[config.mk]
export PLATFORM = sky130hd
export DESIGN_NAME = param_sp_ram
export DESIGN_NICKNAME = d
export VERILOG_FILES = /design/src/rtl/ram_pkg.sv /design/src/rtl/ram_clear_fsm.sv /design/src/rtl/param_sp_ram.sv
export SDC_FILE = /design/constraint.sdc
export NUM_CORES = 1
export LEC_CHECK = 0
export ABC_AREA = 1
export BUFFER_PORTS_ARGS = -buffer_cell sky130_fd_sc_hd__clkbuf_2
export CORE_ASPECT_RATIO = 1.5
export CORE_MARGIN = 3
export CORE_UTILIZATION = 30
export CTS_BUF_LIST = sky130_fd_sc_hd__clkbuf_16
export DETAILED_ROUTE_END_ITERATION = 16
export SLEW_MARGIN = 20
export SYNTH_ARGS = -nofsm -noshare
export SYNTH_HDL_FRONTEND = slang
export SYNTH_HIERARCHICAL = 1
export SYNTH_SLANG_ARGS = --single-unit
[constraint.sdc]
create_clock -name clk -period 3 [get_ports clk]
set_clock_uncertainty 0.05 [all_clocks]
set_input_delay 0.15 -clock clk [delete_from_list [all_inputs] [get_ports clk]]
set_output_delay 0.15 -clock clk [all_outputs]
set_load 0.03 [all_outputs]
[src/rtl/ram_pkg.sv]
// Shared definitions for the parameterised single-port RAM: write-mode
// encodings and the state type of the power-on clear sequencer.
package ram_pkg;

    // Write-mode encodings for the WR_MODE parameter
    localparam int WR_NO_CHANGE   = 0;
    localparam int WR_READ_FIRST  = 1;
    localparam int WR_WRITE_FIRST = 2;

    // Clear sequencer states: CLEAR sweeps zeros through the array, READY serves accesses
    typedef enum logic {
        CLEAR = 1'b0,
        READY = 1'b1
    } clr_state_e;

    // True when a WR_MODE value names one of the supported behaviours
    function automatic logic wr_mode_legal(input int mode);
        return (mode == WR_NO_CHANGE) || (mode == WR_READ_FIRST) || (mode == WR_WRITE_FIRST);
    endfunction

endpackage

[src/rtl/ram_clear_fsm.sv]
// Clear sequencer: after reset it walks a pointer from 0 to DEPTH-1, asking
// the array to zero one word per cycle, then parks in READY. The pointer
// stops at the last word rather than wrapping.
module ram_clear_fsm
    import ram_pkg::*;
#(
    parameter int ADDR_WIDTH     = 4,
    parameter int CLEAR_ON_RESET = 1
) (
    input  logic                  clk,
    input  logic                  rstn,
    output logic                  busy,
    output logic                  clr_we,
    output logic [ADDR_WIDTH-1:0] clr_addr
);

    localparam logic [ADDR_WIDTH-1:0] PTR_LAST  = {ADDR_WIDTH{1'b1}};
    localparam logic [ADDR_WIDTH-1:0] PTR_ONE   = ADDR_WIDTH'(1);
    localparam clr_state_e            RST_STATE = (CLEAR_ON_RESET != 0) ? CLEAR : READY;

    clr_state_e              r_state;
    clr_state_e              w_state_nxt;
    logic [ADDR_WIDTH-1:0]   r_ptr;
    logic [ADDR_WIDTH-1:0]   w_ptr_nxt;
    logic                    w_we;

    // State and pointer registers; reset restarts the sweep from word 0
    always_ff @(posedge clk) begin
        if (!rstn) begin
            r_state <= RST_STATE;
            r_ptr   <= '0;
        end else begin
            r_state <= w_state_nxt;
            r_ptr   <= w_ptr_nxt;
        end
    end

    // Next-state and pointer advance; the last word hands over to READY
    always_comb begin
        w_state_nxt = r_state;
        w_ptr_nxt   = r_ptr;
        w_we        = 1'b0;
        case (r_state)
            CLEAR: begin
                w_we = 1'b1;
                if (r_ptr == PTR_LAST) begin
                    w_state_nxt = READY;
                end else begin
                    w_ptr_nxt = r_ptr + PTR_ONE;
                end
            end
            READY: begin
                w_state_nxt = READY;
            end
            default: begin
                w_state_nxt = RST_STATE;
                w_ptr_nxt   = '0;
            end
        endcase
    end

    assign busy     = (r_state == CLEAR);
    assign clr_we   = w_we;
    assign clr_addr = r_ptr;

endmodule

[src/rtl/param_sp_ram.sv]
// Parameterised single-port RAM with byte enables, 1- or 2-cycle registered
// read data, selectable write-return behaviour and an optional zeroing sweep
// after reset during which all accesses are ignored.
module param_sp_ram
    import ram_pkg::*;
#(
    parameter int DATA_WIDTH     = 32,
    parameter int ADDR_WIDTH     = 4,
    parameter int RD_LATENCY     = 1,
    parameter int WR_MODE        = 0,
    parameter int CLEAR_ON_RESET = 1
) (
    input  logic                    clk,
    input  logic                    rstn,
    input  logic                    en,
    input  logic                    wr_rd,
    input  logic [ADDR_WIDTH-1:0]   addr,
    input  logic [DATA_WIDTH/8-1:0] be,
    input  logic [DATA_WIDTH-1:0]   data_in,
    output logic [DATA_WIDTH-1:0]   data_out,
    output logic                    out_en,
    output logic                    busy
);

    localparam int NB    = DATA_WIDTH / 8;
    localparam int DEPTH = 2 ** ADDR_WIDTH;

    // Reject unsupported configurations at elaboration time
    if ((DATA_WIDTH < 8) || ((DATA_WIDTH % 8) != 0)) begin : g_bad_dw
        $error("param_sp_ram: DATA_WIDTH must be a positive multiple of 8");
    end
    if (ADDR_WIDTH < 1) begin : g_bad_aw
        $error("param_sp_ram: ADDR_WIDTH must be at least 1");
    end
    if ((RD_LATENCY != 1) && (RD_LATENCY != 2)) begin : g_bad_lat
        $error("param_sp_ram: RD_LATENCY must be 1 or 2");
    end
    if (!wr_mode_legal(WR_MODE)) begin : g_bad_mode
        $error("param_sp_ram: WR_MODE must be 0, 1 or 2");
    end
    if ((CLEAR_ON_RESET != 0) && (CLEAR_ON_RESET != 1)) begin : g_bad_clr
        $error("param_sp_ram: CLEAR_ON_RESET must be 0 or 1");
    end

    // Replace the bytes selected by byte_en with the matching bytes of new_word
    function automatic logic [DATA_WIDTH-1:0] merge_bytes(
        input logic [DATA_WIDTH-1:0] old_word,
        input logic [DATA_WIDTH-1:0] new_word,
        input logic [NB-1:0]         byte_en
    );
        logic [DATA_WIDTH-1:0] res;
        res = old_word;
        for (int k = 0; k < NB; k++) begin
            if (byte_en[k]) begin
                res[8*k +: 8] = new_word[8*k +: 8];
            end else begin
                res[8*k +: 8] = old_word[8*k +: 8];
            end
        end
        return res;
    endfunction

    logic                    w_busy;
    logic                    w_clr_we;
    logic [ADDR_WIDTH-1:0]   w_clr_addr;
    logic                    w_acc;
    logic [DATA_WIDTH-1:0]   w_old;
    logic [DATA_WIDTH-1:0]   w_merged;
    logic                    w_issue;
    logic [DATA_WIDTH-1:0]   w_issue_data;
    logic                    w_stage_vld;
    logic [DATA_WIDTH-1:0]   w_stage_data;
    logic [DATA_WIDTH-1:0]   r_mem [DEPTH];
    logic [DATA_WIDTH-1:0]   r_data_out;
    logic                    r_out_en;

    ram_clear_fsm #(
        .ADDR_WIDTH     (ADDR_WIDTH),
        .CLEAR_ON_RESET (CLEAR_ON_RESET)
    ) u_clear_fsm (
        .clk      (clk),
        .rstn     (rstn),
        .busy     (w_busy),
        .clr_we   (w_clr_we),
        .clr_addr (w_clr_addr)
    );

    assign w_acc    = en & ~w_busy & rstn;
    assign w_old    = r_mem[addr];
    assign w_merged = merge_bytes(w_old, data_in, be);

    // Decide whether this access produces a result and which word it returns
    always_comb begin
        w_issue      = 1'b0;
        w_issue_data = w_old;
        if (w_acc) begin
            if (wr_rd) begin
                case (WR_MODE)
                    WR_READ_FIRST: begin
                        w_issue      = 1'b1;
                        w_issue_data = w_old;
                    end
                    WR_WRITE_FIRST: begin
                        w_issue      = 1'b1;
                        w_issue_data = w_merged;
                    end
                    default: begin
                        w_issue      = 1'b0;
                        w_issue_data = w_old;
                    end
                endcase
            end else begin
                w_issue      = 1'b1;
                w_issue_data = w_old;
            end
        end else begin
            w_issue      = 1'b0;
            w_issue_data = w_old;
        end
    end

    // Array update: the sweep owns the array while busy, user writes otherwise
    always_ff @(posedge clk) begin
        if (w_clr_we && rstn) begin
            r_mem[w_clr_addr] <= '0;
        end else if (w_acc && wr_rd) begin
            r_mem[addr] <= w_merged;
        end
    end

    if (RD_LATENCY == 2) begin : g_lat2
        logic                  r_p1_vld;
        logic [DATA_WIDTH-1:0] r_p1_data;

        // Extra pipeline stage; flushed by reset so no stale result escapes
        always_ff @(posedge clk) begin
            if (!rstn) begin
                r_p1_vld  <= 1'b0;
                r_p1_data <= '0;
            end else begin
                r_p1_vld  <= w_issue;
                r_p1_data <= w_issue_data;
            end
        end

        assign w_stage_vld  = r_p1_vld;
        assign w_stage_data = r_p1_data;
    end else begin : g_lat1
        assign w_stage_vld  = w_issue;
        assign w_stage_data = w_issue_data;
    end

    // Output register: strobe for one cycle, hold data between results
    always_ff @(posedge clk) begin
        if (!rstn) begin
            r_out_en   <= 1'b0;
            r_data_out <= '0;
        end else begin
            r_out_en <= w_stage_vld;
            if (w_stage_vld) begin
                r_data_out <= w_stage_data;
            end else begin
                r_data_out <= r_data_out;
            end
        end
    end

    assign data_out = r_data_out;
    assign out_en   = r_out_en;
    assign busy     = w_busy;

endmodule

# [After elaboration in Yosys (flattened, before gate mapping)]
# Memories as Yosys holds them, arrays and structs flattened.
# Cells that the tools add are included.
[classes] n_eq_ne=1 addsub=1 shift=0 bitwise_logic=4 n_lt_le_gt_ge=0 n_mux=17 div=0 n_reduce_logical=4 multipliers=0
[op_table] operator="$mux W32" count=1
[op_table] operator="$mux W8" count=4
[op_table] operator="$reduce_or A32 Y1" count=1
[op_table] operator="$mux W1" count=10
[op_table] operator="$add A4 B1 Y4 const B" count=1
[op_table] operator="$eq A4 B4 Y1 const B" count=1
[op_table] operator="$mux W4" count=1
[op_table] operator="$and A1 B1 Y1" count=2
[op_table] operator="$logic_and A1 B1 Y1" count=2
[op_table] operator="$not A1 Y1" count=2
[op_table] operator="$pmux W1 S2" count=1
[op_table] operator="$reduce_and A2 Y1" count=1
[totals] mem_bits_ro=0 n_memories=1 output_inout_bits=34 ramBits=512 elab_cells=32 regBits=38 latch_bits=0
[memory_table] name="r_mem" depth=16 width=32 rd=1 rd_ports_with_merged_regs=0 wr=1 line_no="param_sp_ram.sv:73" rtl="logic [DATA_WIDTH-1:0] r_mem [DEPTH];"

# [Longest topological paths before layout]
# Gate-level depths: netlist (run 1).
[logic_depth] depth_word=8 depth_mapped=12

# [Modules after synthesis]
# Netlist (run 1), hierarchy kept.
[by_module_without_submodules] mod="param_sp_ram" cells_each=2364 seq_area_each_um2=16035.4 instances=1 area_per_inst_um2=23517.6
[by_module_without_submodules] mod="ram_clear_fsm" cells_each=34 seq_area_each_um2=100.1 instances=1 area_per_inst_um2=240.2

# [Worst setup path before layout (run 1)]
# No wires, ideal clock.
[synth_path] kind="register to register" start="reg u_clear_fsm.r_state" end="mem r_mem[0][0], enable pin" setup_ns=0.421 period_less_slack_ns=3.098 path_slack_ns=-0.098 t_required_ns=2.529 n_path_buf=1 t_arrival_ns=2.627 path_stages_with_launch=8 path_cell_list="dfxtp_1 > inv_2 > nor3_4 > nand3_4 > buf_6 > o21ai_2 > nand2_1 > nor2_1"
[synth_via] elab_chain_cells=8 elab_cells_between_ends=13
[synth_lines] element="from (decl)" line_no="ram_clear_fsm.sv:21" rtl="clr_state_e r_state;"
[synth_lines] element="from (signal assigned)" line_no="ram_clear_fsm.sv:33" rtl="r_state <= w_state_nxt;"
[synth_lines] element="$and A1 B1 Y1 (2 in series)" line_no="param_sp_ram.sv:88" rtl="assign w_acc = en & ~w_busy & rstn;"
[synth_lines] element="$logic_and A1 B1 Y1" line_no="param_sp_ram.sv:126" rtl="end else if (w_acc && wr_rd) begin"
[synth_lines] element="$mux W1" line_no="param_sp_ram.sv:126"
[synth_lines] element="$mux W1" line_no="param_sp_ram.sv:124" rtl="if (w_clr_we && rstn) begin"
[synth_lines] element="$mux W1 (not written as such)" line_no="param_sp_ram.sv:127" rtl="r_mem[addr] <= w_merged;"
[synth_lines] element="$reduce_or A32 Y1 (no source line)"
[synth_lines] element="$mux W4 (no source line) / $mux W1 (equally long branches)"
[synth_lines] element="to (decl)" line_no="param_sp_ram.sv:73"
# Several ways; a longest one is shown, not always the timed one.

# [Final worst setup path (run 1)]
[layout_path] start="reg u_clear_fsm.r_state" end="mem r_mem[6][23], enable pin"
# Same word-level chain as after synthesis.

==> results.json, run 1 <==
{
  "synth-async-reset-ratio_pct": 0,
  "required_ps": 3200,
  "drc": 0,
  "vias": 16500,
  "fin_crit_ps": 2540,
  "cts_tree": "done",
  "gp_congestion": 0.842,
  "hold_viol_final": 0,
  "fin_cells": 3579,
  "clk_pin_slew_ps": 70,
  "synth.top_cell.area_share_pct": 64.7,
  "synth_seq_cells": 550,
  "synth_area_leaders": "edfxtp_1 (65%), nand2_1 (14%), nand3_1 (8.2%)",
  "routedLengthMet1_um": 26700,
  "rows": 125,
  "syn_area_um2": 23800,
  "rsz0062_at_grt": "no",
  "post_cts_buffers": 0,
  "holdCritPathClass": "input port to flip-flop",
  "wire_per_inst_um": 18.4,
  "dp.cells": 3490,
  "timing.final.ws_setup_ps": 457,
  "tightest_slew_ps": 888,
  "wl_um": 65800,
  "relSlewSlack_pct": 40.7,
  "ys.flop_type": "edfxtp_1",
  "grt_max_degree": 77,
  "end_kind": "flip-flop",
  "r2r_setup_slack_ps": 460,
  "io_pins": 78,
  "coreArea_um2": 78000,
  "syn_avg_cell_area_um2": 9.91,
  "synth_cell_types": 23,
  "clk_latency_ps": 590,
  "grt_overflow_total": 0,
  "fp.dieW_um": 236,
  "path_class": "flip-flop to flip-flop",
  "netlist_instances": 2398,
  "syn_to_final_growth_pct": 17.4,
  "yosysSeqAreaShare_pct": 67.9,
  "maxCapViolations": 0,
  "synth_edf_count": 512,
  "cts_root_buf": "clkbuf_16",
  "ant_nets": 0,
  "detail_route.first_pass.iterations": 5,
  "startpoint_type": "flip-flop",
  "ctsHoldBuffers": 1,
  "cts-htree-levels": 2,
  "numCtsBuffers": 48,
  "nFillCells": 7624,
  "final_core_util_pct": 35.7,
  "yosys.area.top_type": "edfxtp_1",
  "max_freq_mhz": 393,
  "ir_worst_vdd_uv": 371,
  "pre_cts_slack_ps": 504,
  "cts_buffer_depth": 3,
  "routed-wl-met2_um": 33100,
  "cts-resized-gates": 0,
  "dieArea_um2": 82700,
  "clock_sinks": 550,
  "placed_cell_area_um2": 26400,
  "dr_wl_met3_um": 3640,
  "setup_viol": 0,
  "power_density_nw_per_um2": 550,
  "portBuffers": 77,
  "antenna_found_initial": 2,
  "drt_iter0_drc": 1377,
  "leakage_nw": 12.0,
  "slew_violations": 0,
  "setup-tns-final_ps": 0,
  "grt_pass1_vias": 15600,
  "crit_arrival_ps": 2740,
  "design_area_um2": 27900,
  "cp_max_fo": 16,
  "die_h_um": 351,
  "start_util_pct": 30.4,
  "top_layer": "met5",
  "status": "completed",
  "syn_nets": 2443,
  "via_per_inst": 4.60,
  "yosys_warnings": 6,
  "grtUsageTotal_pct": 15.6,
  "drive_gt1_share_pct": 11.7,
  "grt_pass1_wl_um": 98100,
  "nNetsFinal": 2570,
  "dp_hpwl_um": 43300,
  "post-route-period-util_pct": 84.8
}
-- area by class of cell --
cell class	instances	area (um2)	share of cell area, %
diodes	1	2.50	0.00897
clock inverters	36	208	0.745
repair buffers	202	1830	6.55
clock buffers	51	1280	4.57
flip-flops and latches	550	16100	57.8
inverters	309	1170	4.19
multi-input cells	1414	6010	21.5
well taps	1016	1270	4.56
-- worst paths after layout --
path                            depth (start not counted)           end                start
worst max-delay path                                    9  r_mem[6][23]  u_clear_fsm/r_state
worst min-delay path                                    6  r_mem[13][3]           data_in[3]
worst max register to register                          9  r_mem[6][23]  u_clear_fsm/r_state
worst min register to register                          2   data_out[3]          data_out[3]
-- state kept, by name, indices dropped and copies added (netlist names) --
signal                cells
r_mem                   512
data_out                 32
u_clear_fsm/r_state       1
u_clear_fsm/clr_addr      4
out_en                    1
-- per-layer routing --
metal	vias up	GRT usage [%]
met4	4	5.78
li1	8010	-
met3	114	2.07
met5	-	0
met2	489	27.6
met1	7842	19.6
-- cells in the mapped netlist (5+ instances only) --
| library cell | count |
|---|---|
| nand2_1 | 915 |
| edfxtp_1 | 512 |
| nand3_1 | 389 |
| inv_1 | 304 |
| nor2_1 | 90 |
| buf_2 | 65 |
| clkbuf_1 | 46 |
| dfxtp_1 | 38 |
| buf_1 | 8 |
| o21ai_0 | 6 |
| buf_4 | 5 |
| inv_2 | 5 |
-- cell families after synthesis --
family	count (synthesis)	share of synthesized area (%)
DFF	550	67.9
buffers and inverters	434	7.31
AOI/OAI and AO/OA	9	0.221
adders and majority gates	1	0.0527
and+or+nand+nor	1404	24.5
-- power breakdown --
part,switching (mW),internal [mW]
sequential,0.0262,8.36
combinational,0.730,0.327
clock,2.73,3.16
-- critical path, stage by stage, from the launching register on --
cell and delay, ps:
dfxtp_1 310, inv_2 140, inv_1 130, nand3_4 200
buf_4 290, nand2_1 70, o21ai_0 120, nand2_1 330
nor2_4 250, buf_4 290
-- metrics by stage --
step / total power, mW / hold slack, ps
after global placement: 9.61 / 409
after floorplan: 9.18 / 212
after CTS: 15.5 / 79.2
after global routing: 15.9 / 136
after detailed placement: 9.62 / 414
final: 15.3 / 105
-- layout by cell type (no fill, tap or decap), types with 2 or more instances in the layout --
master	instances
dfxtp_1	38
nand4_1	3
edfxtp_1	512
inv_2	6
clkinvlp_4	4
inv_1	309
nor2_1	74
clkbuf_16	51
clkinv_2	7
nand2_1	915
clkinv_1	13
o21ai_0	6
buf_4	87
o21ai_2	2
nand3_1	389
nor2_4	16
nand2_2	2
buf_12	39
clkbuf_2	74
Note: power is estimated with default switching activity, not from simulation.
==> run 2, diff against run 1 <==
Settings changed: ABC_AREA 1 to 0.
Clock period 3 ns to 2.67 ns, I/O delays scaled along.
==> run 2 against run 1 <==
  * Die area is 9.7% lower
  * Final cell count is 36% lower
  * Global-route usage is 0.89 points lower
  * Count of clock-buffer cells in the layout is 2 lower
  * Non-clock buffer count is 12 higher
  * Hold slack worse by 68 ps
  * Highest routed layer is now met4
==> results.json, run 2 <==
{
  "status": "completed",
  "clk_latency_ps": 580,
  "yosysSeqAreaShare_pct": 75.4,
  "coreArea_um2": 70400,
  "grtUsageTotal_pct": 14.7,
  "placed_cell_area_um2": 24100,
  "fin_cells": 2284,
  "wl_um": 55100,
  "final_core_util_pct": 36.4,
  "clk_pin_slew_ps": 70,
  "drt_iter0_drc": 1014,
  "portBuffers": 77,
  "ant_nets": 0,
  "rows": 119,
  "holdCritPathClass": "input port to flip-flop",
  "cts_buffer_depth": 3,
  "power_density_nw_per_um2": 666,
  "crit_arrival_ps": 2730,
  "die_h_um": 333,
  "gp_congestion": 0.789,
  "synth.top_cells.by_count": "edfxtp_1 (512), mux4_2 (93), mux2i_1 (90)",
  "setup_viol": 0,
  "start_util_pct": 30.4,
  "syn_avg_cell_area_um2": 18.6,
  "io_pins": 78,
  "layout_commonest_cell": "edfxtp_1",
  "finalPower_mw": 17.1,
  "nFillCells": 6454,
  "r2r_setup_slack_ps": 180,
  "drive_gt1_share_pct": 29.3,
  "maxCapViolations": 0,
  "syn_to_final_growth_pct": 19.8,
  "ctsHoldBuffers": 0,
  "largest_register_ffs": 512,
  "syn_nets": 1197,
  "yosys.area.top_type": "edfxtp_1",
  "synth_edf_count": 512,
  "startpoint_type": "flip-flop",
  "synth.most_common_cell": "edfxtp_1",
  "post-route-period-util_pct": 93.4,
  "syn_area_um2": 21400,
  "drc": 0,
  "multiInputGateArea_um2": 5020,
  "netlist_instances": 1152,
  "leakage_nw": 9.54,
  "dp_hpwl_um": 35300,
  "grt_pass1_wl_um": 81600,
  "numCtsBuffers": 48,
  "grt_overflow_total": 0,
  "grt_pass1_vias": 12200,
  "seq_area_um2": 16100,
  "vias": 11400,
  "ys.flop_type": "edfxtp_1",
  "num_antenna_cells": 0,
  "end_kind": "flip-flop",
  "tightest_slew_ps": 1030,
  "via_per_inst": 4.98,
  "top_register": "r_mem",
  "fp.dieW_um": 224,
  "rsz0062_at_grt": "no",
  "synth_seq_cells": 550,
  "fin_crit_ps": 2490,
  "detail_route.first_pass.iterations": 5,
  "dp.cells": 2201,
  "design_area_um2": 25600,
  "ir_worst_vdd_uv": 425,
  "synth_cell_types": 39,
  "synth-async-reset-ratio_pct": 0,
  "path_class": "flip-flop to flip-flop",
  "cts_root_buf": "clkbuf_16",
  "cts_tree": "done",
  "dieArea_um2": 74600,
  "clock_sinks": 550,
  "synth_area_leaders": "edfxtp_1 (72%), mux4_2 (9.8%), mux2i_1 (4.2%)",
  "layout_common_cells": "edfxtp_1 (512), buf_4 (108), mux4_2 (93)",
  "slew_violations": 0,
  "cp_max_fo": 12,
  "wire_per_inst_um": 24.1,
  "cts-htree-levels": 2,
  "relSlewSlack_pct": 30.8,
  "grt_max_degree": 42,
  "nNetsFinal": 1389,
  "required_ps": 2910,
  "antenna_found_initial": 0,
  "yosys_warnings": 6,
  "fin_hold_ws_ps": 36.8,
  "synth.top_cell.area_share_pct": 71.9,
  "max_freq_mhz": 401,
  "hold_viol_final": 0
}
run 2: layer usage:
layer / global-route usage, % / wire [um] / up-vias
met5: 0 / 0 / -
met4: 5.58 / 2010 / 0
met3: 2.10 / 2450 / 98
met2: 26.9 / 29300 / 329
met1: 17.5 / 21300 / 5935
li1: - / - / 5001
run 2: kinds of logic (layout without fill, tap and decap cells):
group / Yosys count / count (layout) / synth area share [%]
muxes: 186 / 186 / 14.2
and+or+nand+nor: 212 / 212 / 4.34
DFF: 550 / 550 / 75.4
buffers and inverters: 79 / 304 / 1.84
xor gates and xnor gates: 1 / 1 / 0.0409
AOI/OAI and AO/OA: 123 / 123 / 4.15
adders and majority gates: 1 / 1 / 0.0585
run 2: critical path, cell delays in order (launching register included):
cell and delay, ps:
dfxtp_1 310, inv_1 60, and3b_1 200, and3b_1 290, and3_1 230, a31oi_1 700, nor2_4 100, buf_4 260
run 2: layout make-up:
cell class,count,area share [%]
multi-input cells,523,19.6
clock buffers,49,4.79
inverters,7,0.103
flip-flops and latches,550,63.0
repair buffers,214,7.03
well taps,907,4.43
clock inverters,34,1.07
run 2: final timing paths:
kind	start	endpoint	cells after the start
max	u_clear_fsm/r_state	r_mem[7][8]	7
min	rstn	data_out[28]	4
max reg2reg	u_clear_fsm/r_state	r_mem[7][8]	7
min reg2reg	data_out[7]	data_out[7]	2
run 2: power by group:
part / switching, mW / internal (mW) / total, mW
sequential: 0.0284 / 9.38 / 9.41
clock: 3.03 / 3.72 / 6.75
combinational: 0.500 / 0.395 / 0.894
total: 3.56 / 13.5 / 17.1
run 2: timing repair:
action | in CTS | in global routing
buffers inserted | 0 | 0
gates resized for setup | 0 | 2
setup endpoints to repair | 0 | 32
run 2: per-stage QoR:
stage	setup WS, ps	TNS (ps)
after floorplan	-255	-109960
after global placement	-101	-4160
after detailed placement	-233	-11720
after CTS	116	0
after global routing	19.4	0
final	177	0
